## src/rtl/pio_input_filter.sv

```systemverilog
// Debounce filter for PIO inputs: 2-FF synchronizer plus per-channel tick-counted STABLE/PENDING filter.
// Define PIO_INPUT_FILTER_GLITCH_CNT_EN to add glitch_clr / glitch_count (rejected-glitch counter).
module pio_input_filter_lane #(
  parameter int unsigned FILTER_LEN  = 4,
  parameter logic        RESET_LEVEL = 1'b0
) (
  input  logic clk,
  input  logic reset_n,
  input  logic raw_i,
  input  logic tick_i,
  output logic level_o,
  output logic change_o
`ifdef PIO_INPUT_FILTER_GLITCH_CNT_EN
  ,
  output logic glitch_o
`endif
);
  typedef enum logic {STABLE, PENDING} state_e;

  state_e     state_q, state_d;
  logic [7:0] cnt_q, cnt_d;
  logic       sync1_q, sync2_q;
  logic       level_q, level_d;
  logic       chg_q;

  always_ff @(posedge clk or negedge reset_n) begin
    if (!reset_n) begin
      sync1_q <= RESET_LEVEL;
      sync2_q <= RESET_LEVEL;
      level_q <= RESET_LEVEL;
      chg_q   <= 1'b0;
      cnt_q   <= '0;
      state_q <= STABLE;
    end else begin
      sync1_q <= raw_i;
      sync2_q <= sync1_q;
      level_q <= level_d;
      chg_q   <= level_d ^ level_q;
      cnt_q   <= cnt_d;
      state_q <= state_d;
    end
  end

  // A return to the accepted level wins over a coincident final tick.
  always_comb begin
    state_d = state_q;
    cnt_d   = cnt_q;
    level_d = level_q;
    case (state_q)
      STABLE: begin
        if (sync2_q != level_q) begin
          state_d = PENDING;
          cnt_d   = '0;
        end
      end
      PENDING: begin
        if (sync2_q == level_q) begin
          state_d = STABLE;
        end else if (tick_i) begin
          if ({1'b0, cnt_q} + 9'd1 == 9'(FILTER_LEN)) begin
            level_d = sync2_q;
            state_d = STABLE;
          end else begin
            cnt_d = cnt_q + 8'd1;
          end
        end
      end
      default: state_d = STABLE;
    endcase
  end

  assign level_o  = level_q;
  assign change_o = chg_q;
`ifdef PIO_INPUT_FILTER_GLITCH_CNT_EN
  assign glitch_o = (state_q == PENDING) && (sync2_q == level_q);
`endif
endmodule

module pio_input_filter #(
  parameter int unsigned WIDTH       = 32,
  parameter int unsigned PRESCALE    = 1000,
  parameter int unsigned FILTER_LEN  = 4,
  parameter logic        RESET_LEVEL = 1'b0
) (
  input  logic             clk,
  input  logic             reset_n,
  input  logic [WIDTH-1:0] raw_in,
  output logic [WIDTH-1:0] out_level,
  output logic [WIDTH-1:0] out_change,
  output logic             tick
`ifdef PIO_INPUT_FILTER_GLITCH_CNT_EN
  ,
  input  logic             glitch_clr,
  output logic [15:0]      glitch_count
`endif
);
  localparam int unsigned PW = (PRESCALE > 1) ? $clog2(PRESCALE) : 1;
  localparam logic [PW-1:0] PMAX = PW'(PRESCALE - 1);

  logic [PW-1:0] pcnt_q;
  logic          tick_q;

  // Registered strobe: with PRESCALE=1 it sits high from the first edge after reset.
  always_ff @(posedge clk or negedge reset_n) begin
    if (!reset_n) begin
      pcnt_q <= '0;
      tick_q <= 1'b0;
    end else begin
      tick_q <= (pcnt_q == PMAX);
      pcnt_q <= (pcnt_q == PMAX) ? '0 : pcnt_q + PW'(1);
    end
  end

  assign tick = tick_q;

`ifdef PIO_INPUT_FILTER_GLITCH_CNT_EN
  logic [WIDTH-1:0] glitch;
`endif

  for (genvar i = 0; i < WIDTH; i++) begin : g_lane
    pio_input_filter_lane #(
      .FILTER_LEN (FILTER_LEN),
      .RESET_LEVEL(RESET_LEVEL)
    ) u_lane (
      .clk     (clk),
      .reset_n (reset_n),
      .raw_i   (raw_in[i]),
      .tick_i  (tick_q),
      .level_o (out_level[i]),
      .change_o(out_change[i])
`ifdef PIO_INPUT_FILTER_GLITCH_CNT_EN
      ,
      .glitch_o(glitch[i])
`endif
    );
  end

`ifdef PIO_INPUT_FILTER_GLITCH_CNT_EN
  logic [15:0] glitch_cnt_q;

  always_ff @(posedge clk or negedge reset_n) begin
    if (!reset_n)                                  glitch_cnt_q <= '0;
    else if (glitch_clr)                           glitch_cnt_q <= '0;
    else if (|glitch && glitch_cnt_q != 16'hFFFF)  glitch_cnt_q <= glitch_cnt_q + 16'd1;
  end

  assign glitch_count = glitch_cnt_q;
`endif
endmodule

```

## config.mk

```make
export PLATFORM = sky130hd
export DESIGN_NAME = pio_input_filter
export DESIGN_NICKNAME = d
export VERILOG_FILES = /design/src/rtl/pio_input_filter.sv
export SDC_FILE = /design/constraint.sdc
export NUM_CORES = 1
export LEC_CHECK = 0
export BUFFER_PORTS_ARGS = -buffer_cell sky130_fd_sc_hd__buf_2
export CAP_MARGIN = 40
export CORE_AREA = 2 2 287 289
export CTS_CLUSTER_SIZE = 28
export DETAILED_ROUTE_END_ITERATION = 7
export DIE_AREA = 0 0 289 291
export PLACE_DENSITY = 0.52
export SYNTH_ARGS = -nofsm -noshare
export SYNTH_HDL_FRONTEND = slang
export SYNTH_SLANG_ARGS = --single-unit
```

## constraint.sdc

```tcl
create_clock -name clk -period 3.1 [get_ports clk]
set_input_delay 0.155 -clock clk [delete_from_list [all_inputs] [get_ports clk]]
set_output_delay 0.155 -clock clk [all_outputs]
set_load 0.02 [all_outputs]
```

==> results by stage <==
Logic synthesis:
- The synthesized netlist contains 83 unique library cells.
- Counting flops with a built-in enable in the synthesized netlist gives 0.
- The dominant register cell in the synthesized netlist is sky130_fd_sc_hd__dfrtp_1.
- Ranked by total cell area, the synthesized netlist is headed by sky130_fd_sc_hd__dfrtp_1 44%, sky130_fd_sc_hd__nand3_1 4.8%, sky130_fd_sc_hd__nand2_1 3.9%.
- The compound-gate portion of the synthesized area is 0.156.
- The part of the Yosys area used for sequential elements is 0.444.
- The synthesized netlist occupies a cell area of 24100 µm².
- The post-synthesis share of cell area spent on and, or, nand and nor gates is 0.230.
- The fraction of post-synthesis cell area in the top cell type by area is 0.444.
- The synthesized net count is 2675.
- After synthesis, the share of flip-flops with an asynchronous set or reset is 1.00.
- Counting instances in the post-synthesis netlist gives the leading cell types as 427 x sky130_fd_sc_hd__dfrtp_1, 247 x sky130_fd_sc_hd__nand2_1, 229 x sky130_fd_sc_hd__nand3_1.
- Of the total synthesized cell area, the portion taken by full adders, half adders and majority gates is 0.0312.
- By area, the combinational part of the netlist is dominated by simple AND/OR/NAND/NOR gates.
- Of all cell types, the one taking the most synthesized area is sky130_fd_sc_hd__dfrtp_1.
- The per-instance average area after synthesis is 9.33 µm².
- Measured against the total synthesized area, the mux share comes to 0.0386.
- sky130_fd_sc_hd__dfrtp_1 is the most common cell in the netlist.
- The instance count of the mapped netlist is 2581.
- Yosys printed 0 warnings.
- Of the total synthesized cell area, the portion taken by XOR and XNOR cells is 0.0378.
- The number of register bits inferred by synthesis is 427.

Placed design:
- The total half-perimeter wirelength after legalization and detailed placement is roughly 35 mm.
- The instance area at placement is 25300 µm².
- The routability congestion estimate from global placement is 0.852.
- The number of I/O port buffers is between 90 and 100.

Floorplan:
- The die outline width is ~290 µm.
- After floorplanning, the core was divided into about 110 placement rows.
- The starting density of the core is 0.297.
- The placeable core area is 81200 µm².
- In this run the vertical extent of the chip is 291 µm.
- The die covers ~84000 µm².
- The number of primary I/O pins is 99.

Routing:
- The detailed router placed 19500 vias in this run.
- The pre-antenna-repair detailed-routing pass consisted of 5 iterations.
- The detailed router finished its first iteration with 1192 violations.
- In the routed design, unresolved DRC markers number 0.
- The via count normalized by instance count is 5.23.
- Summed over all layers, the routed wires come to 53.4 mm.
- In the final routed layout, each cell accounts on average for 14.4 µm.
- The count of nets left with antenna violations after detail routing is 0.

STA:
- The setup-violating endpoint count in the final report is 0.
- Setup repair after global routing left no endpoint under its margin.
- The accumulated negative setup slack is 0 ns.
- The final number of hold-violating endpoints is 0.
- The period utilization is 0.804.
- In this run the tightest slew margin relative to its limit is 0.411.
- The highest clock frequency the design can meet is approximately 400 MHz.
- The post-route minimum period is 2.49 ns.
- The count of final max-slew check failures is 0.
- The actual slew at the worst max-slew pin is 0.877 ns.
- Between clock sinks in the finished design, the worst skew comes to between 0.015 and 0.02 ns.

Critical path:
- The maximum fanout along the worst path is 5.
- Among all stages on the critical path, the largest delay is contributed by sky130_fd_sc_hd__a2111oi_0.
- The signal on the critical path passes through ha_1 -> and3_1 -> a21o_1 -> a2111oi_0 -> and2_1 -> mux2_2.
- The nature of the critical path startpoint is a register.
- The kind of critical path is reg -> reg.
- STA classifies the critical path endpoint as a register.
- The worst stage delay on the critical path is ~0.7 ns.
- The worst path arrival time is between 2 and 3 ns.
- At the worst endpoint, the required time is around 3.6 ns.

Clock network:
- The worst-case clock buffer depth is 3.
- The clock net sink count is 427.
- The number of buffers inserted during clock tree synthesis is 54.
- The clock reaches the later pin of the worst-skew pair after 0.60 ns.
- TritonCTS built the clock tree.
- The maximum level of the CTS H-tree is 2.
- After clock tree synthesis, the clock-pin slew on the worst setup and hold paths is 0.06 ns.
- The cell sitting at the root of the clock tree is a sky130_fd_sc_hd__clkbuf_16.

Final layout:
- The filler cells instantiated in the layout total ~8200.
- For this run, the post-layout net count is 2701.
- The summed area of non-filler cells in the final layout is 27400 µm².
- The combined flip-flop and latch cell area is approximately 11000 µm².
- Relative to the synthesized area, the layout overhead comes to 14.0%.
- The combined area of the multi-input logic cells is between 10000 and 15000 µm².
- 0 antenna diodes ended up in the layout.
- In the final layout, the share of cells above drive strength 1 is 0.129.

Hold path:
- The path class of the tightest hold or removal check is in -> async.

Global route:
- In the global route stage, overall resource usage came out at 0.127.
- The wire length of the first global-routing pass is 92.4 mm.
- The global-route congestion overflow total is 0.
- The number of antenna violations at the first check in global routing is 0.
- The number of global-route vias before repair was 19100.
- The maximum number of pins on one net before global-route repair is 99.

Power:
- The cell area power density is 477 nW/µm².
- The worst-case vdd ir drop is 377 µV.
- The leakage component of the power is 11.6 nW.

Status:
- The flow ran to the end, and the final reports show no timing, DRC or antenna violations.

Job:
- The number of maximum-capacitance violations is 0.
[worst max-delay path, delay by kind of cell (launching register included)]
| family | cells | cell delay, ns |
|---|---|---|
| simple gates | 2 | 0.49 |
| compound gates | 2 | 0.88 |
| mux | 1 | 0.34 |
| fa+ha+maj | 1 | 0.25 |
| flops | 1 | 0.41 |
[placed cells by master (no fill, tap or decap), types with 33 or more instances in the layout]
master / synthesis / final
sky130_fd_sc_hd__nor4_1: 47 / 47
sky130_fd_sc_hd__dfrtp_1: 427 / 426
sky130_fd_sc_hd__dlygate4sd3_1: 0 / 33
sky130_fd_sc_hd__ha_1: 60 / 60
sky130_fd_sc_hd__o211ai_1: 42 / 42
sky130_fd_sc_hd__nor2_1: 103 / 103
sky130_fd_sc_hd__nand4_1: 65 / 65
sky130_fd_sc_hd__a31oi_1: 49 / 49
sky130_fd_sc_hd__xnor2_1: 61 / 61
sky130_fd_sc_hd__nand3_1: 229 / 229
sky130_fd_sc_hd__a21oi_1: 65 / 65
sky130_fd_sc_hd__nor3_1: 94 / 94
sky130_fd_sc_hd__buf_2: 9 / 97
sky130_fd_sc_hd__o21ai_0: 124 / 124
sky130_fd_sc_hd__clkbuf_16: 0 / 55
sky130_fd_sc_hd__inv_1: 131 / 130
sky130_fd_sc_hd__and3_1: 59 / 59
sky130_fd_sc_hd__a22o_1: 44 / 44
sky130_fd_sc_hd__xor2_1: 43 / 43
sky130_fd_sc_hd__mux2_2: 58 / 58
sky130_fd_sc_hd__nand2_1: 247 / 247
[cell families after synthesis]
group	count (synthesis)
and+or+nand+nor	1043
AOI/OAI and AO/OA	536
DFF	427
buffers and inverters	326
xor gates and xnor gates	104
muxes	85
adders and majority gates	60
[cell type report]
type,count,share of cell area
clock buffer,68,0.0552
clock inverter,30,0.0107
inverter,131,0.0180
multi-input combinational,1828,0.434
sequential,427,0.390
tap,1070,0.0488
timing repair buffer,165,0.0441
[through the flow]
stage	util	total power, W	worst slack (ns)	hold WS [ns]	std cells
finish	0.338	0.0131	0.607	0.0937	3719
global route	0.338	0.0137	0.320	0.123	3719
CTS	0.338	0.0134	0.602	0.0788	3719
detailed placement	0.312	0.00682	0.612	0.131	3588
global placement	0.311	0.00678	0.680	0.126	3585
floorplan	-	0.00649	0.879	-0.141	2581
[power by group]
| part | internal (W) | leakage [nW] | switching [W] |
|---|---|---|---|
| combinational | 0.000308 | 5.09 | 0.000416 |
| sequential | 0.00575 | 5.69 | 0.000263 |
| clock | 0.00379 | 0.865 | 0.00256 |
| total | 0.00985 | 11.6 | 0.00323 |
[layer usage]
layer  wire (µm)  vias up  part of all wire  global-route usage
met4        1200        0             0.022              0.0392
met2       25000      354              0.47               0.208
met3        2380       87             0.045              0.0219
li1            -     9544                 -                   -
met5           0        -                 0                   0
met1       24900     9475              0.47               0.170
[flip-flops by register name (all words and copies together) (netlist names)]
| name | flops |
|---|---|
| g_lane.u_lane.cnt_q | 256 |
| g_lane.u_lane.change_o | 32 |
| g_lane.u_lane.level_o | 32 |
| g_lane.u_lane.state_q | 32 |
| g_lane.u_lane.sync1_q | 32 |
| g_lane.u_lane.sync2_q | 32 |
| pcnt_q | 10 |
| tick | 1 |
[worst paths after layout]
path / cells after the start / from / slack (ns) / end
setup / recovery: 6 / g_lane[27].u_lane.cnt_q[0] / 0.61 / g_lane[27].u_lane.level_o
hold / removal: 2 / reset_n / 0.09 / g_lane[0].u_lane.sync1_q
setup reg to reg: 6 / g_lane[27].u_lane.cnt_q[0] / 0.61 / g_lane[27].u_lane.level_o
hold reg to reg: 0 / g_lane[12].u_lane.sync1_q / 0.34 / g_lane[12].u_lane.sync2_q
max in group asynchronous: 4 / reset_n / 2.03 / g_lane[23].u_lane.cnt_q[7]
min in group clk: 2 / raw_in[31] / 0.19 / g_lane[31].u_lane.sync1_q
[timing repair]
item | in CTS | in global routing
hold buffers | 33 | 0
gates resized for setup | 0 | 0
buffers inserted | 0 | 0
endpoints found under the hold margin | 279 | 0
Note: power is estimated with default switching activity, not from simulation.
